[src/rtl/uart_cmd_parser.sv]
// uart_cmd_parser: parses "(x,y)" ASCII commands from a UART byte stream into place/fire commands.
// Define UART_CMD_ECHO_EN to echo every received byte on tx_data/tx_valid one cycle later.
module uart_cmd_parser #(
  parameter int TIMEOUT_CYCLES = 1_000_000,
  parameter int TO_W           = 20
) (
  input  logic       clk,
  input  logic       rst_n,
  input  logic [7:0] rx_data,
  input  logic       rx_valid,
  input  logic [2:0] game_state,
  output logic       cmd_valid,
  input  logic       cmd_ready,
  output logic [3:0] cmd_x,
  output logic [3:0] cmd_y,
  output logic       cmd_fire,
  output logic       cmd_player,
  output logic       err,
  output logic [1:0] err_code,
  output logic [7:0] tx_data,
  output logic       tx_valid
);
  typedef enum logic [2:0] {IDLE, GOT_OPEN, GOT_X, GOT_COMMA, GOT_Y, GOT_CLOSE, DISCARD, PEND} state_e;
  state_e state_q, state_d;
  logic [3:0] x_q, x_d, y_q, y_d, cmd_x_q, cmd_x_d, cmd_y_q, cmd_y_d;
  logic fire_q, fire_d, player_q, player_d, err_q, err_d;
  logic [1:0] code_q, code_d;
  logic [TO_W-1:0] to_q, to_d;
  logic is_digit, is_term, is_space, gs_ok, timing, timeout, bad, done;
  logic [3:0] digit;
  assign is_digit = rx_data >= 8'h30 && rx_data <= 8'h39;
  assign is_term  = rx_data == 8'h0D || rx_data == 8'h0A;
  assign is_space = rx_data == 8'h20;
  assign digit    = rx_data[3:0];
  assign gs_ok    = game_state >= 3'd1 && game_state <= 3'd4;
  assign timing   = state_q inside {GOT_OPEN, GOT_X, GOT_COMMA, GOT_Y, GOT_CLOSE};
  assign timeout  = timing && !rx_valid && to_q == TO_W'(TIMEOUT_CYCLES - 1);
  assign to_d     = (timing && !rx_valid) ? to_q + 1'b1 : '0;
  always_comb begin
    state_d  = state_q;
    x_d      = x_q;
    y_d      = y_q;
    cmd_x_d  = cmd_x_q;
    cmd_y_d  = cmd_y_q;
    fire_d   = fire_q;
    player_d = player_q;
    err_d    = 1'b0;
    code_d   = code_q;
    bad      = 1'b0;
    done     = 1'b0;
    if (state_q == PEND) begin
      if (rx_valid) begin
        err_d  = 1'b1;
        code_d = 2'd3;
      end
      if (cmd_ready) state_d = IDLE;
    end else if (timeout) begin
      err_d   = 1'b1;
      code_d  = 2'd1;
      state_d = IDLE;
    end else if (rx_valid && !is_space) begin
      case (state_q)
        IDLE:
          if (rx_data == 8'h28) state_d = GOT_OPEN;
          else if (is_digit) begin
            x_d     = digit;
            state_d = GOT_X;
          end else if (!is_term) bad = 1'b1;
        GOT_OPEN:
          if (is_digit) begin
            x_d     = digit;
            state_d = GOT_X;
          end else bad = 1'b1;
        GOT_X:
          if (rx_data == 8'h2C) state_d = GOT_COMMA;
          else bad = 1'b1;
        GOT_COMMA:
          if (is_digit) begin
            y_d     = digit;
            state_d = GOT_Y;
          end else bad = 1'b1;
        GOT_Y:
          if (rx_data == 8'h29) state_d = GOT_CLOSE;
          else if (is_term) done = 1'b1;
          else bad = 1'b1;
        GOT_CLOSE:
          if (is_term) done = 1'b1;
          else bad = 1'b1;
        DISCARD:
          if (is_term) state_d = IDLE;
        default: ;
      endcase
      // a terminator that is itself the offending byte already ends the line
      if (bad) begin
        err_d   = 1'b1;
        code_d  = 2'd0;
        state_d = is_term ? IDLE : DISCARD;
      end
      if (done && gs_ok) begin
        cmd_x_d  = x_q;
        cmd_y_d  = y_q;
        fire_d   = game_state >= 3'd3;
        player_d = game_state == 3'd2 || game_state == 3'd4;
        state_d  = PEND;
      end else if (done) begin
        err_d   = 1'b1;
        code_d  = 2'd2;
        state_d = IDLE;
      end
    end
  end
  always_ff @(posedge clk or negedge rst_n)
    if (!rst_n) begin
      state_q  <= IDLE;
      x_q      <= '0;
      y_q      <= '0;
      cmd_x_q  <= '0;
      cmd_y_q  <= '0;
      fire_q   <= 1'b0;
      player_q <= 1'b0;
      err_q    <= 1'b0;
      code_q   <= '0;
      to_q     <= '0;
    end else begin
      state_q  <= state_d;
      x_q      <= x_d;
      y_q      <= y_d;
      cmd_x_q  <= cmd_x_d;
      cmd_y_q  <= cmd_y_d;
      fire_q   <= fire_d;
      player_q <= player_d;
      err_q    <= err_d;
      code_q   <= code_d;
      to_q     <= to_d;
    end
  assign cmd_valid  = state_q == PEND;
  assign cmd_x      = cmd_x_q;
  assign cmd_y      = cmd_y_q;
  assign cmd_fire   = fire_q;
  assign cmd_player = player_q;
  assign err        = err_q;
  assign err_code   = code_q;
`ifdef UART_CMD_ECHO_EN
  logic [7:0] tx_data_q;
  logic       tx_valid_q;
  always_ff @(posedge clk or negedge rst_n)
    if (!rst_n) begin
      tx_data_q  <= '0;
      tx_valid_q <= 1'b0;
    end else begin
      tx_valid_q <= rx_valid;
      if (rx_valid) tx_data_q <= rx_data;
    end
  assign tx_data  = tx_data_q;
  assign tx_valid = tx_valid_q;
`else
  assign tx_data  = 8'h00;
  assign tx_valid = 1'b0;
`endif
endmodule

[config.mk]
export PLATFORM = sky130hd
export DESIGN_NAME = uart_cmd_parser
export DESIGN_NICKNAME = d
export VERILOG_FILES = /design/src/rtl/uart_cmd_parser.sv
export SDC_FILE = /design/constraint.sdc
export NUM_CORES = 1
export LEC_CHECK = 0
export ABC_AREA = 1
export CAP_MARGIN = 20
export CORE_UTILIZATION = 49
export DETAILED_ROUTE_END_ITERATION = 10
export PLACE_DENSITY = 0.8
export SETUP_SLACK_MARGIN = 0.5
export SYNTH_ARGS = -nofsm -noshare
export SYNTH_HDL_FRONTEND = slang
export SYNTH_SLANG_ARGS = --single-unit
export TNS_END_PERCENT = 10
[constraint.sdc]
create_clock -name clk -period 1.45 [get_ports clk]
set_input_delay 0.435 -clock clk [delete_from_list [all_inputs] [get_ports clk]]
set_output_delay 0.435 -clock clk [all_outputs]
set_load 0.1 [all_outputs]
* After elaboration in Yosys (flattened, before gate mapping) *
Cells that the tools add are included.

cells by class
  muxes and demuxes = 49
  bitwise gates (word level) = 2
  div/mod/pow operators = 0
  multipliers = 0
  magnitude comparators = 5
  shift operators = 0
  reduce and logical (&&, ||, !) cells = 21
  add/sub/neg operators = 1
  equal/unequal tests = 23

operators with widths
  cell                                                                                 count
  3-bit 2-to-1 mux                                                                     14
  8-bit by 6-bit equality test with 1-bit output, second input constant                4
  1-bit 2-to-1 mux                                                                     21
  20-bit by 1-bit adder with 20-bit output, second input constant                      1
  20-bit equality test, second input constant                                          1
  20-bit 2-to-1 mux                                                                    1
  3-bit case mux with 6 select lines                                                   1
  8-bit by 4-bit equality test with 1-bit output, second input constant                2
  3-bit equality test, second input constant                                           5
  2-bit 2-to-1 mux                                                                     7
  7-bit by 3-bit != test with 1-bit output, second input constant                      2
  11-bit nonzero test                                                                  1
  5-bit AND reduction                                                                  2
  3-bit by 2-bit equality test with 1-bit output, second input constant                3
  8-bit by 6-bit greater-or-equal comparator with 1-bit output, second input constant  1
  8-bit by 6-bit less-or-equal comparator with 1-bit output, second input constant     1
  4-bit 2-to-1 mux                                                                     2
  4-bit case mux with 2 select lines                                                   1
  7-bit by 4-bit != test with 1-bit output, second input constant                      1
  7-bit != test, second input constant                                                 1
  7-bit AND reduction                                                                  1
  1-bit logical AND                                                                    6
  1-bit case mux with 5 select lines                                                   1
  5-bit nonzero test                                                                   1
  other kinds (16)                                                                     20

storage, ports and cells
  input port bits = 15
  bits in writable memories = 0
  latch bits = 0
  output and inout bits = 23
  ROM bits = 0
  word-level logic and storage cells = 111
  register bits after elaboration = 44
  memories = 0

* Depth between registers and ports, before layout *
Gate-level depths: netlist of run 1.

  depth after elaboration = 15
  depth in mapped cells = 15
  gate-level depth less buffers = 15

* Worst setup path after synthesis of run 1 *
Ideal clock, no wire load.

  path type = flip-flop to flip-flop
  start point = reg state_q[2]
  end point = reg state_q[1]
  stages on the path, launching flop included = 10
  path slack = -1.208 ns
  library setup time = 0.116 ns
  path buffers = 1
  arrival = 2.542 ns
  required time = 1.334 ns
  clock period less this slack = 2.658 ns
  cells stage by stage = dfrtp_1 -> buf_2 -> nand2_1 -> nor2_1 -> inv_2 -> or2_0 -> nand3_2 -> nor2_1 -> nand2_1 -> nand2_1

on the way
  elaborated cells on any way between the ends = 36
  classes of those cells = 12 x eq/ne; 15 x mux; 9 x reduce/logical

RTL lines
  what                                                                               RTL line  RTL
  start: declaration                                                                 24        state_e state_q, state_d;
  start signal: assignment                                                           125       state_q <= state_d;
  3-bit equality test (*)                                                            --
  via cmd_valid                                                                      12        output logic cmd_valid,
  7-bit by 3-bit != test with 1-bit output (no source line) (tied with other cells)  --
  7-bit AND reduction (no source line)                                               --

Mark *: on every way through the listed nets, which the timed path passes. The rest lies on a longest branch. The select of a mux whose other input is x is not followed.
A chain may end at the register's enable or synchronous reset.

* Worst setup path in the final report of run 1 *
  start point = reg to_q[1]
  end point = reg to_q[18]

on the way
  word-level cells in the longest chain between the ends = 2

RTL lines
  what                                      RTL line  RTL
  start: declaration                        28        logic [TO_W-1:0] to_q, to_d;
  start signal: assignment                  134       to_q <= to_d;
  20-bit by 1-bit adder with 20-bit output  38        assign to_d = (timing && !rx_valid) ? to_q + 1'b1 : '0;
  20-bit 2-to-1 mux                         38
  via to_d[18]                              28

The timed path passes the listed nets, and every way through them passes these cells.

==> flow_metrics.py, run 1 <==
metrics = {
    "global_route": {
        "overflow": 0,
        "grt_pass1_wl_mm": 12.9,
        "grt_max_degree": 26,
        "grt.total_usage": 0.305,
        "grt_pass1_vias": 2908,
        "grt_antenna_before_repair": 0,
    },
    "sta": {
        "fmax_ghz": 0.530,
        "finalCritPeriodShare": 1.30,
        "timing.hold.ws_ns": 0.120,
        "setup_viol": 33,
        "min_period_ns": 1.89,
        "slew_viol_final": 0,
        "grt_setup_unrepaired": "yes",
        "fin_ws_ns": -0.438,
        "finalClockSkew_ns": 0.00733,
        "hold_viol": 0,
    },
    "clock_network": {
        "cts_made_buffers": 5,
        "cts_tree": "built",
        "clockRootBuffer": "clkbuf_8",
        "cts_max_level": 2,
        "clkSlewWorstSetupHoldPaths_ns": 0.09,
        "clk_path_buf_depth": 2,
        "worstSkewPairLatency_ns": 0.30,
        "cts.sinks": 44,
    },
    "synthesis": {
        "yosys_warnings": 0,
        "ys_ff_latch": 44,
        "synth_area_leaders": "dfrtp_1 42%, nand2_1 16%, nor2_1 6.8%",
        "synthArstFlopShare": 1.00,
        "synth_largest_area_cell": "dfrtp_1",
        "ys_types": 39,
        "postSynthCellCount": 370,
        "synth_edf_count": 0,
        "synth_top_area_share": 0.418,
        "ys_seq_area_frac": 0.418,
        "syn_area_per_cell_um2": 7.12,
        "synth_area_um2": 2630,
        "synth-main-ff-cell": "dfrtp_1",
    },
    "drt": {
        "antenna_left": 0,
        "drc": 0,
        "drt_iter0_drc": 249,
        "wirelength_mm": 9.14,
        "wl_per_cell_um": 16.1,
        "dr.pass1.iters": 5,
        "viasPerCell": 5.51,
        "vias": 3122,
    },
    "run": {
        "max_cap_viol_count": 0,
    },
    "worst_setup_path": {
        "critPathArrivalTime_ns": 2.06,
        "critical_path_required_ns": 1.63,
        "reg2reg_slack_ns": -0.44,
        "critPathLaunchType": "flip-flop",
        "cp_slowest_stage_delay_ns": 0.40,
        "crit_type": "reg -> reg",
        "end_kind": "flip-flop",
        "cp_max_fo": 3,
        "crit_path_top_delay_cell": "dfrtp_1",
        "critPathMostFrequentCell": "nand4_1",
        "path_delay_family": "simple AND/OR/NAND/NOR gates",
        "cp_cell_sequence": "ha_1 > nand4_1 > buf_4 > nor2_4 > nand4_1 > nand3b_1 > o21ai_1 > a21oi_1",
        "crit_buf_inv": 1,
    },
    "floorplan": {
        "die-area_um2": 5670,
        "fp-row-count": 26,
        "die_h_um": 75.3,
        "core_area_um2": 5140,
        "num_io_pins": 38,
        "die_x_um": 75.3,
        "start_util": 0.512,
    },
    "run_status": {
        "status": "finished with violations",
        "violations": "setup timing",
    },
    "placement": {
        "hpwl_mm": 5.22,
        "place_ws_ns": -0.685,
        "gp_congestion": 0.939,
        "io_buffers": 28,
    },
    "final_layout": {
        "nFillCells": 317,
        "drive_gt1_frac": 0.441,
        "n_antenna_cell": 0,
        "layout.nets": 512,
        "synthToLayoutAreaGrowth_pct": 61.4,
    },
    "min_path": {
        "hold_path_class": "in -> async",
    },
    "power": {
        "leakage_nw": 2.05,
        "power_density_nw_per_um2": 1320,
        "peakVddDrop_uv": 1390,
    },
}
layer usage:
layer  vias to the layer above  part of all wire  GRT usage
met4                         0             0.039      0.154
met1                      1509              0.38      0.347
met2                       151              0.52      0.551
li1                       1423                 -          -
met3                        39             0.055     0.0516
met5                         -                 0          0
synthesized netlist by cell type, drive strengths merged (2+ instances only):
master	instances
nor4	3
buf	12
a21oi	17
nand2	115
nor3	10
nand3b	2
or2	2
dfrtp	44
nand4	14
nor2	51
inv	48
xor2	2
o21ai	23
nand3	17
layout make-up:
class	count	area, um2	share of cell area
Clock buffer	7	86.3	0.0203
Timing Repair Buffer	123	1170	0.276
Inverter	48	188	0.0442
Multi-Input combinational cell	273	1600	0.375
Sequential cell	44	1110	0.260
Tap cell	70	87.6	0.0206
Clock inverter	1	7.51	0.00177
Timing Repair inverter	1	7.51	0.00177
logic make-up after synthesis:
logic type                 Yosys count  share of synthesized area
DFF                                 44                      0.418
and+or+nand+nor                    215                      0.368
adders and majority gates            1                    0.00475
other                                1                    0.00142
AOI/OAI and AO/OA                   45                     0.0945
xor gates and xnor gates             3                    0.00998
buffers and inverters               61                      0.104
through the flow:
stage / util / cell area (um2) / setup TNS (ns) / power [mW] / std cells
3_5_place_dp: 0.706 / 3630 / -19.29 / 4.00 / 533
6_report: 0.827 / 4250 / -7.56 / 5.63 / 567
2_1_floorplan: - / 2680 / -3.94 / 3.06 / 378
4_1_cts: 0.797 / 4100 / -3.92 / 5.31 / 559
3_3_place_gp: 0.706 / 3630 / -17.74 / 3.95 / 533
5_1_grt: 0.827 / 4250 / -10.79 / 5.89 / 567
worst reg2reg max path: stages, from the launching register on:
cell and delay [ns]:
dfrtp_1 0.40, ha_1 0.19, nand4_1 0.12, buf_4 0.18, nor2_4 0.15, nand4_1 0.15
nand3b_1 0.26, o21ai_1 0.21, a21oi_1 0.10
sequential cells by signal, indices dropped and copies added (netlist names):
register	flops
state_q	3
err_code	2
to_q	20
cmd_fire	1
cmd_y	4
x_q	4
err	1
cmd_player	1
y_q	4
cmd_x	4
where the power goes:
part           switching (mW)  internal (mW)  total (mW)  leakage, nW
clock network           0.437          0.388       0.825       0.0445
registers               0.199           1.41        1.61        0.594
logic                    1.88           1.32        3.20         1.41
final timing paths:
check                         from  endpoint  cells past startpoint
setup / recovery           to_q[1]  to_q[18]                      8
hold / removal               rst_n  to_q[18]                      2
hold reg to reg             x_q[0]  cmd_x[0]                      2
setup reg to reg           to_q[1]  to_q[18]                      8
max in group asynchronous    rst_n   to_q[3]                      2
min in group clk            x_q[0]  cmd_x[0]                      2
placed cells by master (no fill, tap or decap), types with 3 or more instances in the layout:
master and n:
a21oi_1 14, a21oi_2 3, buf_12 16, buf_2 6, buf_4 80, buf_6 10, clkbuf_8 6, conb_1 9
dfrtp_1 40, dfrtp_2 4, dlygate4sd2_1 4, inv_1 29, inv_2 17, nand2_1 91, nand2_2 21, nand2_4 3
nand3_1 8, nand3_2 4, nand3_4 5, nand4_1 14, nor2_1 33, nor2_2 7, nor2_4 11, nor3_1 4
nor3_2 3, nor3_4 3, o21ai_0 7, o21ai_1 10, o21ai_2 5
repair_timing:
| item | 4_1_cts | 5_1_grt |
|---|---|---|
| pin swaps | 27 | 26 |
| hold buffers | 1 | 0 |
| resized for setup | 104 | 34 |
| hold endpoints to repair | 8 | 0 |
| buffers inserted | 16 | 7 |
| setup endpoints to repair | 58 | 66 |
| cloned | 1 | 1 |
(Power assumes the default switching activity.)
==> run 2, diff against run 1 <==
--- a/config.mk
+++ b/config.mk
@@ -8,6 +8,7 @@
 export ABC_AREA = 1
 export CAP_MARGIN = 20
 export CORE_UTILIZATION = 49
+export CTS_CLUSTER_DIAMETER = 200
 export DETAILED_ROUTE_END_ITERATION = 10
 export PLACE_DENSITY = 0.8
 export SETUP_SLACK_MARGIN = 0.5
==> results of run 2 <==
Final layout, timing and power as in run 1 (identical DEF).
==> run 3, diff against run 2 <==
--- a/config.mk
+++ b/config.mk
@@ -12,6 +12,7 @@
 export DETAILED_ROUTE_END_ITERATION = 10
 export PLACE_DENSITY = 0.8
 export SETUP_SLACK_MARGIN = 0.5
+export SKIP_CTS_REPAIR_TIMING = 1
 export SYNTH_ARGS = -nofsm -noshare
 export SYNTH_HDL_FRONTEND = slang
 export SYNTH_SLANG_ARGS = --single-unit
==> flow_metrics.py, run 3 (synthesis gave the netlist of run 1 again) <==
metrics = {
    "floorplan": {
        "die_h_um": 75.3,
        "core_area_um2": 5140,
        "num_io_pins": 38,
        "die-area_um2": 5670,
        "fp-row-count": 26,
        "die_x_um": 75.3,
        "start_util": 0.512,
    },
    "clock_network": {
        "cts_max_level": 2,
        "cts.sinks": 44,
        "worstSkewPairLatency_ns": 0.30,
        "clk_path_buf_depth": 2,
        "clkSlewWorstSetupHoldPaths_ns": 0.08,
        "cts_tree": "built",
        "cts_made_buffers": 5,
        "clockRootBuffer": "clkbuf_8",
    },
    "global_route": {
        "grt_antenna_before_repair": 0,
        "grt.total_usage": 0.246,
        "grt_max_degree": 26,
        "overflow": 0,
        "grt_pass1_wl_mm": 10.5,
        "grt_pass1_vias": 2442,
    },
    "worst_setup_path": {
        "critical_path_required_ns": 1.65,
        "crit_path_top_delay_cell": "dfrtp_1",
        "critPathMostFrequentCell": "nand2_1",
        "r2r_cells": 12,
        "cp_cell_sequence": "buf_4 > nand3_2 > nor2_2 > nand2_1 > nor2_2 > nand2_2 > nor3_4 > nand2_2 > nor2_4 > nand2_1 > nand2_1 > nor2_1",
        "r2r_start": "to_q[0]",
        "end_kind": "flip-flop",
        "critPathLaunchType": "flip-flop",
        "cp_max_fo": 3,
        "cp_slowest_stage_delay_ns": 0.37,
        "rr_endpoint": "to_q[15]",
        "critPathArrivalTime_ns": 2.00,
        "crit_type": "reg -> reg",
        "reg2reg_slack_ns": -0.35,
    },
    "drt": {
        "drc": 0,
        "drt_iter0_drc": 162,
        "dr.pass1.iters": 4,
        "vias": 2885,
        "viasPerCell": 5.26,
        "antenna_left": 0,
        "wl_per_cell_um": 13.8,
        "wirelength_mm": 7.58,
    },
    "final_layout": {
        "synthToLayoutAreaGrowth_pct": 57.1,
        "layout.nets": 494,
        "largest_reg_flops": 20,
        "final_core_util": 0.805,
        "layout_commonest_cell": "nand2_1",
        "drive_gt1_frac": 0.434,
        "multi_input_comb_area_um2": 1610,
        "mostFrequentLayoutCells": "96 x nand2_1, 70 x buf_4, 41 x dfrtp_1",
        "stdcell_area_um2": 4140,
        "stdcell_count": 549,
        "nFillCells": 325,
        "largest_register": "to_q",
        "seq_area_um2": 1100,
        "n_antenna_cell": 0,
    },
    "run": {
        "max_cap_viol_count": 0,
    },
    "power": {
        "p_total_mw": 5.34,
        "peakVddDrop_uv": 1560,
        "leakage_nw": 2.00,
        "power_density_nw_per_um2": 1290,
    },
    "sta": {
        "fmax_ghz": 0.555,
        "setup_viol": 29,
        "totalNegativeSetupSlack_ns": -5.99,
        "timing.hold.ws_ns": -0.0126,
        "slew_viol_final": 0,
        "grt_setup_unrepaired": "yes",
        "hold_viol": 8,
        "finalClockSkew_ns": 0.00427,
        "min_period_ns": 1.80,
        "fin_ws_ns": -0.352,
        "finalCritPeriodShare": 1.24,
    },
    "placement": {
        "place_ws_ns": -0.685,
        "place_area_um2": 3630,
        "gp_congestion": 0.939,
        "hpwl_mm": 5.22,
        "io_buffers": 28,
        "dp_cells": 533,
    },
    "run_status": {
        "status": "finished with violations",
        "violations": "hold timing, setup timing",
    },
    "min_path": {
        "hold_path_class": "in -> async",
    },
}
-- run 3: cell count changes in the layout (fill, tap and decap cells not counted), sizes merged --
cell,change
clkdlybuf4s15,-1
buf,-17
dlygate4sd2,-4
dlymetal6s4s,-1
dlymetal6s2s,+4
clkbuf,+1
-- run 3: how the worst max path moves through the flow --
stage	endpoint	from	slack, ns
after global placement	state_q[2]	rx_data[5]	-0.64
after global routing	to_q[16]	to_q[1]	-0.45
after floorplan	state_q[1]	state_q[0]	-0.30
final	to_q[15]	to_q[0]	-0.35
after CTS	err	rx_data[5]	-0.37
after detailed placement	err	rx_data[5]	-0.69
-- run 3: where the power goes --
group          internal (mW)  switching [mW]
sequential              1.41           0.215
clock                  0.388           0.431
combinational           1.15            1.75
total                   2.95            2.39
-- run 3: worst max-delay path: cells and delay by family (launching register included) --
family,cells,cell delay [ns]
buffers and inverters,1,0.13
flip-flops,1,0.37
AND/OR/NAND/NOR,11,1.20
-- run 3: area by class of cell --
type	count	area share
inverters	48	0.0466
multi-input cells	273	0.390
flip-flops and latches	44	0.267
repair buffers	105	0.251
well taps	70	0.0212
clock buffers	7	0.0209
clock inverters	1	0.00181
repair inverters	1	0.00181
-- run 3: routing by layer --
layer,vias up,part of all wire,GRT usage
li1,1390,-,-
met1,1415,0.41,0.303
met2,66,0.54,0.444
met3,14,0.033,0.0397
met4,0,0.018,0.0741
met5,-,0,0
